## src/rtl/led_btn_pkg.sv

```systemverilog
// Shared types and defaults for the push-button / LED controller.
// Holds the LED mode encoding and the per-mode output select.
package led_btn_pkg;

    typedef enum logic [1:0] {
        LED_FOLLOW = 2'b00,
        LED_TOGGLE = 2'b01,
        LED_BLINK  = 2'b10,
        LED_OFF    = 2'b11
    } led_mode_e;

    // 10 ms debounce and 0.25 s blink half-period at 100 MHz
    localparam int DB_CYCLES_DEF  = 1_000_000;
    localparam int BLINK_HALF_DEF = 25_000_000;

    function automatic logic led_sel(
        input led_mode_e m,
        input logic      level,
        input logic      tog,
        input logic      phase
    );
        logic r;
        r = 1'b0;
        unique case (m)
            LED_FOLLOW: r = level;
            LED_TOGGLE: r = tog;
            LED_BLINK:  r = level & phase;
            LED_OFF:    r = 1'b0;
            default:    r = 1'b0;
        endcase
        return r;
    endfunction

endpackage

```

## src/rtl/btn_debounce.sv

```systemverilog
// One button channel: 2-flop synchroniser, polarity fix,
// stability counter and registered press pulse.
module btn_debounce
    import led_btn_pkg::*;
#(
    parameter logic ACTIVE_LOW = 1'b0,
    parameter int   DB_CYCLES  = DB_CYCLES_DEF
) (
    input  logic clk,
    input  logic rst_n,
    input  logic i_btn_raw,
    output logic o_level,
    output logic o_press
);

    localparam int CW = (DB_CYCLES > 2) ? $clog2(DB_CYCLES) : 1;
    localparam logic [CW-1:0] CNT_MAX = CW'(DB_CYCLES - 1);

    logic          r_sync1;
    logic          r_sync2;
    logic          r_level;
    logic          r_press;
    logic [CW-1:0] r_cnt;
    logic          w_norm;

    assign w_norm  = r_sync2 ^ ACTIVE_LOW;
    assign o_level = r_level;
    assign o_press = r_press;

    // Synchroniser resets to the released pin level
    always_ff @(posedge clk or negedge rst_n) begin
        if (!rst_n) begin
            r_sync1 <= ACTIVE_LOW;
            r_sync2 <= ACTIVE_LOW;
        end else begin
            r_sync1 <= i_btn_raw;
            r_sync2 <= r_sync1;
        end
    end

    // Accept a new level only after DB_CYCLES stable cycles
    always_ff @(posedge clk or negedge rst_n) begin
        if (!rst_n) begin
            r_cnt   <= '0;
            r_level <= 1'b0;
            r_press <= 1'b0;
        end else begin
            r_press <= 1'b0;
            if (w_norm == r_level) begin
                r_cnt <= '0;
            end else if (r_cnt == CNT_MAX) begin
                r_level <= w_norm;
                r_press <= w_norm;
                r_cnt   <= '0;
            end else begin
                r_cnt <= r_cnt + CW'(1);
            end
        end
    end

endmodule

```

## src/rtl/led_btn_ctrl.sv

```systemverilog
// Multi-channel button to LED controller: debounced levels,
// press pulses, shared blink timebase and per-channel LED modes.
module led_btn_ctrl
    import led_btn_pkg::*;
#(
    parameter int              N_CH           = 2,
    parameter logic [N_CH-1:0] BTN_ACTIVE_LOW = N_CH'(1),
    parameter int              DB_CYCLES      = DB_CYCLES_DEF,
    parameter int              BLINK_HALF     = BLINK_HALF_DEF
) (
    input  logic              clk,
    input  logic              rst_n,
    input  logic [N_CH-1:0]   btn_raw,
    input  logic [2*N_CH-1:0] mode,
    output logic [N_CH-1:0]   led,
    output logic [N_CH-1:0]   btn_level,
    output logic [N_CH-1:0]   btn_press
);

    localparam int BW = (BLINK_HALF > 2) ? $clog2(BLINK_HALF) : 1;
    localparam logic [BW-1:0] BLINK_MAX = BW'(BLINK_HALF - 1);

    logic [BW-1:0]   r_presc;
    logic            r_phase;
    logic [N_CH-1:0] r_tog;
    logic [N_CH-1:0] r_led;
    logic [N_CH-1:0] w_level;
    logic [N_CH-1:0] w_press;
    logic [N_CH-1:0] w_tog_next;
    logic [N_CH-1:0] w_led_next;

    genvar g;
    generate
        for (g = 0; g < N_CH; g++) begin : g_ch
            btn_debounce #(
                .ACTIVE_LOW (BTN_ACTIVE_LOW[g]),
                .DB_CYCLES  (DB_CYCLES)
            ) u_db (
                .clk       (clk),
                .rst_n     (rst_n),
                .i_btn_raw (btn_raw[g]),
                .o_level   (w_level[g]),
                .o_press   (w_press[g])
            );
        end
    endgenerate

    assign btn_level = w_level;
    assign btn_press = w_press;
    assign led       = r_led;

    // Free-running blink timebase shared by all channels
    always_ff @(posedge clk or negedge rst_n) begin
        if (!rst_n) begin
            r_presc <= '0;
            r_phase <= 1'b0;
        end else if (r_presc == BLINK_MAX) begin
            r_presc <= '0;
            r_phase <= ~r_phase;
        end else begin
            r_presc <= r_presc + BW'(1);
        end
    end

    // Next toggle state and per-channel LED source select
    always_comb begin
        w_tog_next = r_tog ^ w_press;
        w_led_next = '0;
        for (int i = 0; i < N_CH; i++) begin
            w_led_next[i] = led_sel(led_mode_e'(mode[2*i +: 2]),
                                    w_level[i], w_tog_next[i],
                                    r_phase);
        end
    end

    // Toggle bits track presses in every mode; LEDs registered
    always_ff @(posedge clk or negedge rst_n) begin
        if (!rst_n) begin
            r_tog <= '0;
            r_led <= '0;
        end else begin
            r_tog <= w_tog_next;
            r_led <= w_led_next;
        end
    end

endmodule

```

## config.mk

```make
export PLATFORM = sky130hd
export DESIGN_NAME = led_btn_ctrl
export DESIGN_NICKNAME = d
export VERILOG_FILES = /design/src/rtl/led_btn_pkg.sv /design/src/rtl/btn_debounce.sv /design/src/rtl/led_btn_ctrl.sv
export SDC_FILE = /design/constraint.sdc
export NUM_CORES = 1
export LEC_CHECK = 0
export CORE_ASPECT_RATIO = 0.8
export CORE_MARGIN = 5
export CORE_UTILIZATION = 58
export DETAILED_ROUTE_END_ITERATION = 8
export MAX_ROUTING_LAYER = met4
export PLACE_DENSITY = 0.83
export SYNTH_ARGS = -nofsm -noshare
export SYNTH_HDL_FRONTEND = slang
export SYNTH_SLANG_ARGS = --single-unit
```

## constraint.sdc

```tcl
create_clock -name clk -period 6.4 [get_ports clk]
set_clock_uncertainty 0.2 [all_clocks]
set_input_delay 0.64 -clock clk [delete_from_list [all_inputs] [get_ports clk]]
set_output_delay 0.64 -clock clk [all_outputs]
set_load 0.005 [all_outputs]
```

# ---- Word-level counts from Yosys, hierarchy flattened
# Cells that the tools add are included.
dict set report classes {
  n_addsub 3
  multipliers 0
  n_div 0
  n_lt_le_gt_ge 0
  n_eq_ne 11
  shift 0
  n_mux 11
  bitwise_logic 7
  n_reduce_logical 4
}
# operator count
set op_table {}
lappend op_table {{$mux 20} 4}
lappend op_table {{$add 20x1->20 const B} 2}
lappend op_table {{$eq 20x20->1 const B} 2}
lappend op_table {{$add 25x1->25 const B} 1}
lappend op_table {{$eq 25x25->1 const B} 1}
lappend op_table {{$mux 25} 1}
lappend op_table {{$eq 2x2->1 const B} 4}
lappend op_table {{$pmux 1 s4} 2}
lappend op_table {{$eq 2x1->1 const B} 2}
lappend op_table {{$logic_not 2->1} 2}
lappend op_table {{$mux 1} 4}
lappend op_table {{$not 1->1} 4}
lappend op_table {{$reduce_and 2->1} 2}
lappend op_table {{$and 1x1->1} 2}
lappend op_table {{$eq 1x1->1} 2}
lappend op_table {{$xor 2x2->2} 1}
dict set report totals {
  reg_bits 78
  latch_bits 0
  mem_bits_rw 0
  mem_bits_ro 0
  inputBits 8
  out_inout_bits 6
  word_cells 50
  mem_count 0
}

# ---- Depth between registers and ports, before layout
# Gate-level depths: netlist of run 1.
dict set report logic_depth {
  depth_word 4
  ltp_mapped 6
  depth_no_buf 5
}

# ---- Hierarchy
# Synthesis of run 1 repeated with hierarchy kept, for this count alone.
dict set report unflattened {
  cells_unflattened 369
  area_unflattened_um2 3746.1
}
# mod instances cells_each area_per_inst_um2 seq_area_each_um2
set by_module_without_submodules {}
lappend by_module_without_submodules {led_btn_ctrl 1 142 1451.4 750.7}
lappend by_module_without_submodules {{btn_debounce (g_ch[0].u_db)} 1 111 1158.6 603.1}
lappend by_module_without_submodules {{btn_debounce (g_ch[1].u_db)} 1 116 1136.1 600.6}

# ---- Worst setup path before layout of run 1
# No wires, ideal clock.
dict set report synth_timing {
  path_type {flip-flop to flip-flop}
  start {register g_ch[1].u_db.r_cnt[0]}
  end {register g_ch[1].u_db.r_cnt[10]}
  setup_ps 121
  arrival_time_ps 1706
  t_required_ps 6079
  slack_ps 4372
  stages_incl_launch_ff 7
  n_path_buf 2
  period_less_slack_ps 2028
  cell_sequence {dfrtp_1 -> ha_1 -> clkbuf_1 -> nand2_2 -> o41ai_4 -> buf_2 -> nor2_1}
}
dict set report synth_via {
  elab_chain_cells 3
  elab_cells_between_ends 4
  classes_between {1 x add/sub; 1 x eq/ne; 2 x mux}
}
# item line
set synth_rtl {}
lappend synth_rtl {{start: declaration} btn_debounce.sv:23} ;# logic [CW-1:0] r_cnt;
lappend synth_rtl {{start signal: assignment} btn_debounce.sv:56} ;# r_cnt <= r_cnt + CW'(1);
lappend synth_rtl {{$add 20x1->20 / $eq 20x20->1 (equally long branches)} {btn_debounce.sv:56, btn_debounce.sv:51}}
lappend synth_rtl {{$mux 20 *} btn_debounce.sv:51} ;# end else if (r_cnt == CNT_MAX) begin
lappend synth_rtl {{$mux 20 *} btn_debounce.sv:49} ;# if (w_norm == r_level) begin
# Every way passes the cells marked *; elsewhere a longest branch is shown, timed or not.
# A chain may end at the register's enable or synchronous reset.

# ---- Worst setup path after layout of run 1
dict set report layout_timing {
  start {register g_ch[1].u_db.r_cnt[11]}
  end {register g_ch[1].u_db.r_cnt[5]}
}
dict set report layout_via {
  elab_chain_cells 3
}
# item line
set layout_rtl {}
lappend layout_rtl {{$eq 20x20->1} btn_debounce.sv:51}
lappend layout_rtl {{$mux 20} btn_debounce.sv:51}
lappend layout_rtl {{$mux 20} btn_debounce.sv:49}
# Every way passes these cells.

==> results.md, run 1 <==
- Status: completed
- Fin area: 0.004126 mm²
- Setup TNS Final: 0 ns
- GR Layer Usage met2: 29.63%
- Main combinational cell family by area after synthesis: simple AND/OR/NAND/NOR gates
- Die height: 81.99 µm
- GR peak layer: met2
- Mapped Avg Cell Area: 10.50 µm²
- GR Overflow Total: 0
- Non-Filler Instances: 459
- Cell variety after synth: 43
- # IOs: 14
- ANT cells: 0
- Crit path kind: register to register
- Post-synthesis adder-cell area fraction: 0.9990%
- Post-synth EDFFs: 0
- Layout area overhead: 9.824%
- Die ar.: 0.008198 mm²
- DR pass1 iterations: 4
- Row count: 26
- CTS tree: built
- Simple-Gate Fraction of Synth Area: 25.17%
- Number of port buffers: 13
- Max incr delay on CP: 0.90 ns
- Clock transition at the registers of the reported paths: 0.08 ns
- Critical Path End Type: register
- CTS Buffer Depth: 2
- Remaining routing DRC violations: 0
- Worst vdd ir: 0.1312 mV
- GR met3 Demand/Resource: 6.027%
- Core region area: 0.006344 mm²
- Xor/xnor cell area share of the yosys netlist: 10.26%
- Slew headroom: 35.55%
- DP HPWL: 4827 µm
- First-pass GRT wire length: 12140 µm
- Htree depth: 3
- RSZ-0062 raised after global routing: false
- Crit path time final: 2.375 ns
- CTS Buf Count: 9
- Initial antenna violation count: 0
- Routed vias/inst: 5.946
- Main synth FF type: dfrtp_1
- Post-layout net count: 382
- Crit path DAT: 2.36 ns
- Cell Area, Placed: 0.003930 mm²
- Synth Register Bits: 78
- Sequential fraction of the synthesis area: 52.01%
- Largest net degree at the start of global routing: 79
- Mux share of post-synthesis cell area: 1.365%
- Startpoint Class: register
- Initial Util: 59.23%
- CTS Root Cell: clkbuf_8
- Worst min-delay path class: register to register
- Max-slew violation count: 0
- Worst path top cell family by delay: compound AO/OA/AOI/OAI gates
- Post-CTS Resized: 0
- DRT iter0 DRCs: 137
- Compound-Gate Fraction of Synth Area: 7.792%
- Final hold vios: 0
- Chip width: 99.99 µm
- Least-Margin Pin Slew: 0.9635 ns
- P_leak: 1.713 nW
- Vias in the first global route: 2680
- Max Clk Rate: 421.1 MHz
- Synthesized Nets: 369
- Clock Sinks: 78
- Crit-path max FO: 18
- # setup viols final: 0
- CP bufs+invs: 0
- Slowest CP cell: o41ai_4
- Hold-fix buffers, CTS: 0
- Met1 Usage GRT: 24.37%
- Final Core Density: 65.05%
- Syn Inst Count: 358
- Cell Area, Synth: 0.003757 mm²
- Period utilisation layout: 37.10%
- Ordered list of cells on the worst path: nor4_1 > nand2_1 > o41ai_4 > nor2_1
- # Post-CTS Setup Buffers: 0
- Total track usage: 19.39%
- Placed Instances: 444
- Synth warnings: 0
- GPL Wtd Cong: 0.8221
- Wirelength per Cell: 15.12 µm
- Ys async rst share: 100.0%
- Antenna viol nets, final: 0
- Insertion delay to the later sink of the worst-skew pair: 0.35 ns
- Share of layout cells above drive strength 1: 8.800%
- CP required: 6.38 ns
- Fillers: 501
- Routed via count: 2729
- Max Cap Viol: 0
- PD cells: 216.4 mW/mm²
- Routed WL: 6941 µm
## layout make-up
| type | count | area (µm²) | share of cell area [%] |
|---|---|---|---|
| Sequential cell | 78 | 1954 | 47.36 |
| Timing Repair Buffer | 13 | 127.6 | 3.093 |
| Inverter | 8 | 30.03 | 0.7277 |
| Multi-Input combinational cell | 261 | 1713 | 41.51 |
| Clock inverter | 5 | 58.81 | 1.425 |
| Clock buffer | 10 | 137.6 | 3.335 |
| Tap cell | 84 | 105.1 | 2.547 |
## sequential cells by signal, summed over array words and instances (netlist names)
name               count
g_ch.u_db.o_press      2
r_tog                  2
r_phase                1
g_ch.u_db.o_level      2
r_presc               25
led                    2
g_ch.u_db.r_sync2      2
g_ch.u_db.r_cnt       40
g_ch.u_db.r_sync1      2
## synth_stat cells (6+ instances only)
library cell  instances  area [µm²]
o21ai_0              14       70.07
inv_1                 8       30.03
or4_1                 8       60.06
and3_1                9       56.30
dfrtp_1              76        1902
nand3_1              23       115.1
and4_1                6       52.55
xnor2_1              26       227.7
o31ai_1               7       52.55
nand4_1              19       118.9
nor2_1               35       131.4
nand2_1              19       71.32
xor2_1               18       157.7
nor3_1                8       40.04
a21oi_1              16       80.08
nor4_1                8       50.05
or3_1                 8       50.05
## layout by cell type (no fill, tap or decap), drive strengths merged, types with 2 or more instances in the layout
cell type	count
and4	7
inv	9
clkbuf	10
clkdlybuf4s50	12
a21oi	16
dfstp	2
a31o	3
or2	2
nor4b	4
mux2i	4
nor4	8
xor2	18
o31ai	7
nor2	35
dfrtp	76
or4	9
nand3	23
clkinvlp	2
o21ai	14
ha	3
and2	4
nand3b	2
nand4	21
xnor2	26
nor3	8
or3	10
and3	9
o41ai	2
nand2	20
## layer usage
metal | share of wire [%] | up-vias | wire [µm]
li1 | - | 1324 | -
met1 | 47 | 1344 | 3284
met2 | 47 | 51 | 3256
met3 | 4.6 | 10 | 317
met4 | 1.2 | 0 | 82
met5 | 0 | - | 0
## cells by family (layout without fill, tap and decap cells)
kind of cell    after synthesis  in the layout
compound gates               43             43
xor+xnor                     44             44
fa+ha+maj                     3              3
buf+inv                      19             36
flops                        78             78
mux                           5              5
simple gates                166            166
## per-stage QoR
step	hold slack, ns	power, mW	worst slack, ns
6_report	0.1519	0.8931	4.025
4_1_cts	0.1562	0.9042	4.020
3_3_place_gp	0.1343	0.5371	4.104
3_5_place_dp	0.1379	0.5383	4.038
2_1_floorplan	0.1312	0.5208	4.372
5_1_grt	0.1611	0.9322	3.821
## path summary, 6_finish.rpt
path / slack [ns] / start / cells past startpoint / end
hold reg to reg: 0.15 / g_ch[0].u_db.r_sync1 / 0 / g_ch[0].u_db.r_sync2
setup / recovery: 4.03 / g_ch[1].u_db.r_cnt[11] / 4 / g_ch[1].u_db.r_cnt[5]
max in group asynchronous: 5.15 / rst_n / 1 / r_presc[23]
setup reg to reg: 4.03 / g_ch[1].u_db.r_cnt[11] / 4 / g_ch[1].u_db.r_cnt[5]
hold / removal: 0.15 / g_ch[0].u_db.r_sync1 / 0 / g_ch[0].u_db.r_sync2
min in group asynchronous: 0.23 / rst_n / 1 / g_ch[0].u_db.r_cnt[2]
## power by group
group | leakage [nW] | switching (mW) | internal [mW]
sequential | 1.06 | 0.00482 | 0.497
clock | 0.0948 | 0.176 | 0.189
combinational | 0.559 | 0.0172 | 0.00837
total | 1.71 | 0.198 | 0.695
Power figures use the tool's default switching activity.
==> run 2, diff against run 1 <==
--- a/config.mk
+++ b/config.mk
@@ -7,7 +7,7 @@
 export LEC_CHECK = 0
 export CORE_ASPECT_RATIO = 0.8
 export CORE_MARGIN = 5
-export CORE_UTILIZATION = 58
+export CORE_UTILIZATION = 55
 export DETAILED_ROUTE_END_ITERATION = 8
 export MAX_ROUTING_LAYER = met4
 export PLACE_DENSITY = 0.83
==> constraint.sdc (replaced) <==
create_clock -name clk -period 2.04 [get_ports clk]
set_clock_uncertainty 0.2 [all_clocks]
set_input_delay 0.204 -clock clk [delete_from_list [all_inputs] [get_ports clk]]
set_output_delay 0.204 -clock clk [all_outputs]
set_load 0.005 [all_outputs]
==> run 2 against run 1 <==
Non-clock buffer count rose by 35. Sequential cell count did not move. Global-route usage rose by 0.26 points. Sequential power rose to 3.1 times the previous value. Largest power group unchanged. Wire length rose by 8.3%. Critical path type unchanged. Combinational power rose to 3.9 times the previous value. Critical endpoint is now r_presc[24].
==> results.md, run 2 (same netlist as run 1, synthesis figures left out) <==
- Vias in the first global route: 2847 (+6.2%)
- Routed vias/inst: 5.851 (-1.6%)
- DRT iter0 DRCs: 148 (+8.0%)
- Max incr delay on CP: 0.51 ns (-0.39 ns)
- Sequential power share: 53.6% (-2.6 points)
- Row count: 27 (+3.8%)
- Worst path top cell family by delay: simple AND/OR/NAND/NOR gates
- Comb power frac: 3.4% (+0.5 points)
- CTS Root Cell: clkbuf_8
- Status: completed
- PD cells: 650.7 mW/mm² (+200%)
- # setup viols final: 0 (unchanged)
- Commonest cells after routing, fill and taps aside: dfrtp_1, nor2_1, buf_4
- Commonest non-fill, non-tap cell in the layout: dfrtp_1
- CTS Buf Count: 9 (unchanged)
- Startpoint Class: register
- Routed via count: 2914 (+6.8%)
- Sw Ratio: 21.11% (-1.1 points)
- CP bufs+invs: 0 (unchanged)
- Placed Instances: 478 (+7.7%)
- Max FFs per register: 40 (unchanged)
- GR Overflow Total: 0 (unchanged)
- Max Cap Viol: 0 (unchanged)
- Crit path kind: register to register
- Switching power: 0.6205 mW (+210%)
- Initial antenna violation count: 0 (unchanged)
- Slowest CP cell: or4_1
- First-pass GRT wire length: 13180 µm (+8.5%)
- Internal power: 2.319 mW (+230%)
- Post-layout net count: 417 (+9.2%)
- Clock Sinks: 78 (unchanged)
- Initial Util: 55.61% (-3.6 points)
- Crit path DAT: 2.05 ns (-0.31 ns)
- Die ar.: 0.008595 mm² (+4.8%)
- Worst min-delay path class: input pin to register
- P_leak: 1.911 nW (+12%)
- Reg with most FFs: g_ch.u_db.r_cnt
- GPL Wtd Cong: 0.8739 (+6.3%)
- Htree depth: 3 (unchanged)
- Setup TNS Final: 0 ns (unchanged)
- Least-Margin Pin Slew: 0.5204 ns (-0.4431 ns)
- ANT cells: 0 (unchanged)
- Crit-path max FO: 6 (-12)
- Slew headroom: 64.99% (+29 points)
- Clk pwr share: 43.0% (+2.1 points)
- Max Clk Rate: 503.6 MHz (+20%)
- Antenna viol nets, final: 0 (unchanged)
- DP HPWL: 5339 µm (+11%)
- Ordered list of cells on the worst path: ha_4 > nand3_2 > or3_4 > or4_1 > a21oi_1
- Remaining routing DRC violations: 0 (unchanged)
- Number of port buffers: 13 (unchanged)
- Layout area overhead: 20.21%
- CP required: 2.10 ns (-4.28 ns)
- Worst vdd ir: 0.4475 mV (+240%)
- DR pass1 iterations: 4 (unchanged)
- CTS tree: built
- Chip width: 102.4 µm (+2.4%)
- Wirelength per Cell: 15.10 µm (-0.14%)
- Non-Filler Instances: 498 (+8.5%)
- Period utilisation layout: 97.35% (+60 points)
- Core region area: 0.006756 mm² (+6.5%)
- # IOs: 14 (unchanged)
- Final hold vios: 0 (unchanged)
- Insertion delay to the later sink of the worst-skew pair: 0.34 ns (about the same)
- CTS Buffer Depth: 2 (unchanged)
- Crit path time final: 1.986 ns (-0.3888 ns)
- Largest net degree at the start of global routing: 27 (-66%)
- Routed WL: 7520 µm (+8.3%)
- Largest regs: g_ch.u_db.r_cnt x40, r_presc x25
- Max-slew violation count: 0 (unchanged)
- Share of layout cells above drive strength 1: 19.71% (+11 points)
- Die height: 83.93 µm (+2.4%)
- Total track usage: 19.65% (+0.26 points)
- Critical Path End Type: register
- Clock transition at the registers of the reported paths: 0.08 ns (about the same)
- Worst Hold Slack: 0.06410 ns (-0.08779 ns)
[run 2: layer usage]
| layer | GRT usage, % | vias up | routed length (µm) |
|---|---|---|---|
| li1 | - | 1390 | - |
| met2 | 29.91 | 57 | 3712 |
| met3 | 5.681 | 7 | 298 |
| met5 | - | - | 0 |
| met1 | 26.19 | 1460 | 3437 |
| met4 | 4.410 | 0 | 71 |
[run 2: area by class of cell]
cell class              count  area, µm²
fillers                   490       2240
flip-flops and latches     78       1958
multi-input cells         261       1780
repair buffers             48      416.7
clock buffers              10      137.6
well taps                  87      108.9
clock inverters             6      85.08
inverters                   8      30.03
[run 2: power groups by stage]
stage	registers (mW)	logic (mW)	clock network [mW]
6_report	1.58	0.0991	1.26
5_1_grt	1.58	0.112	1.36
4_1_cts	1.58	0.101	1.30
3_5_place_dp	1.61	0.0976	0
3_3_place_gp	1.61	0.0978	0
2_1_floorplan	1.60	0.0317	0
[run 2: final timing paths]
kind                                      startpoint              endpoint  slack [ns]  cells past startpoint
worst max-delay path                      r_presc[1]           r_presc[24]        0.05                      5
worst min-delay path                      btn_raw[0]  g_ch[0].u_db.r_sync1        0.06                      1
worst max register to register            r_presc[1]           r_presc[24]        0.05                      5
worst min register to register  g_ch[1].u_db.r_sync1  g_ch[1].u_db.r_sync2        0.15                      0
max in group asynchronous                      rst_n            r_presc[9]        0.99                      3
min in group asynchronous                      rst_n              r_tog[1]        0.10                      2
[run 2: repair_timing]
| item | 4_1_cts | 5_1_grt |
|---|---|---|
| hold endpoints to repair | 78 | 0 |
| buffers inserted | 1 | 2 |
| hold buffers | 1 | 0 |
| pin swaps | 0 | 4 |
| setup endpoints to repair | 1 | 31 |
| resized for setup | 1 | 17 |
[run 2: through the flow]
stage | power (mW) | worst slack, ns | util [%] | instance area, µm²
2_1_floorplan | 1.634 | 0.01244 | - | 3757
3_3_place_gp | 1.703 | 0.09797 | 61.85 | 4179
3_5_place_dp | 1.704 | 0.03066 | 61.85 | 4179
4_1_cts | 2.979 | 0.04679 | 65.44 | 4422
5_1_grt | 3.055 | -0.01652 | 66.85 | 4517
6_report | 2.939 | 0.05415 | 66.85 | 4517
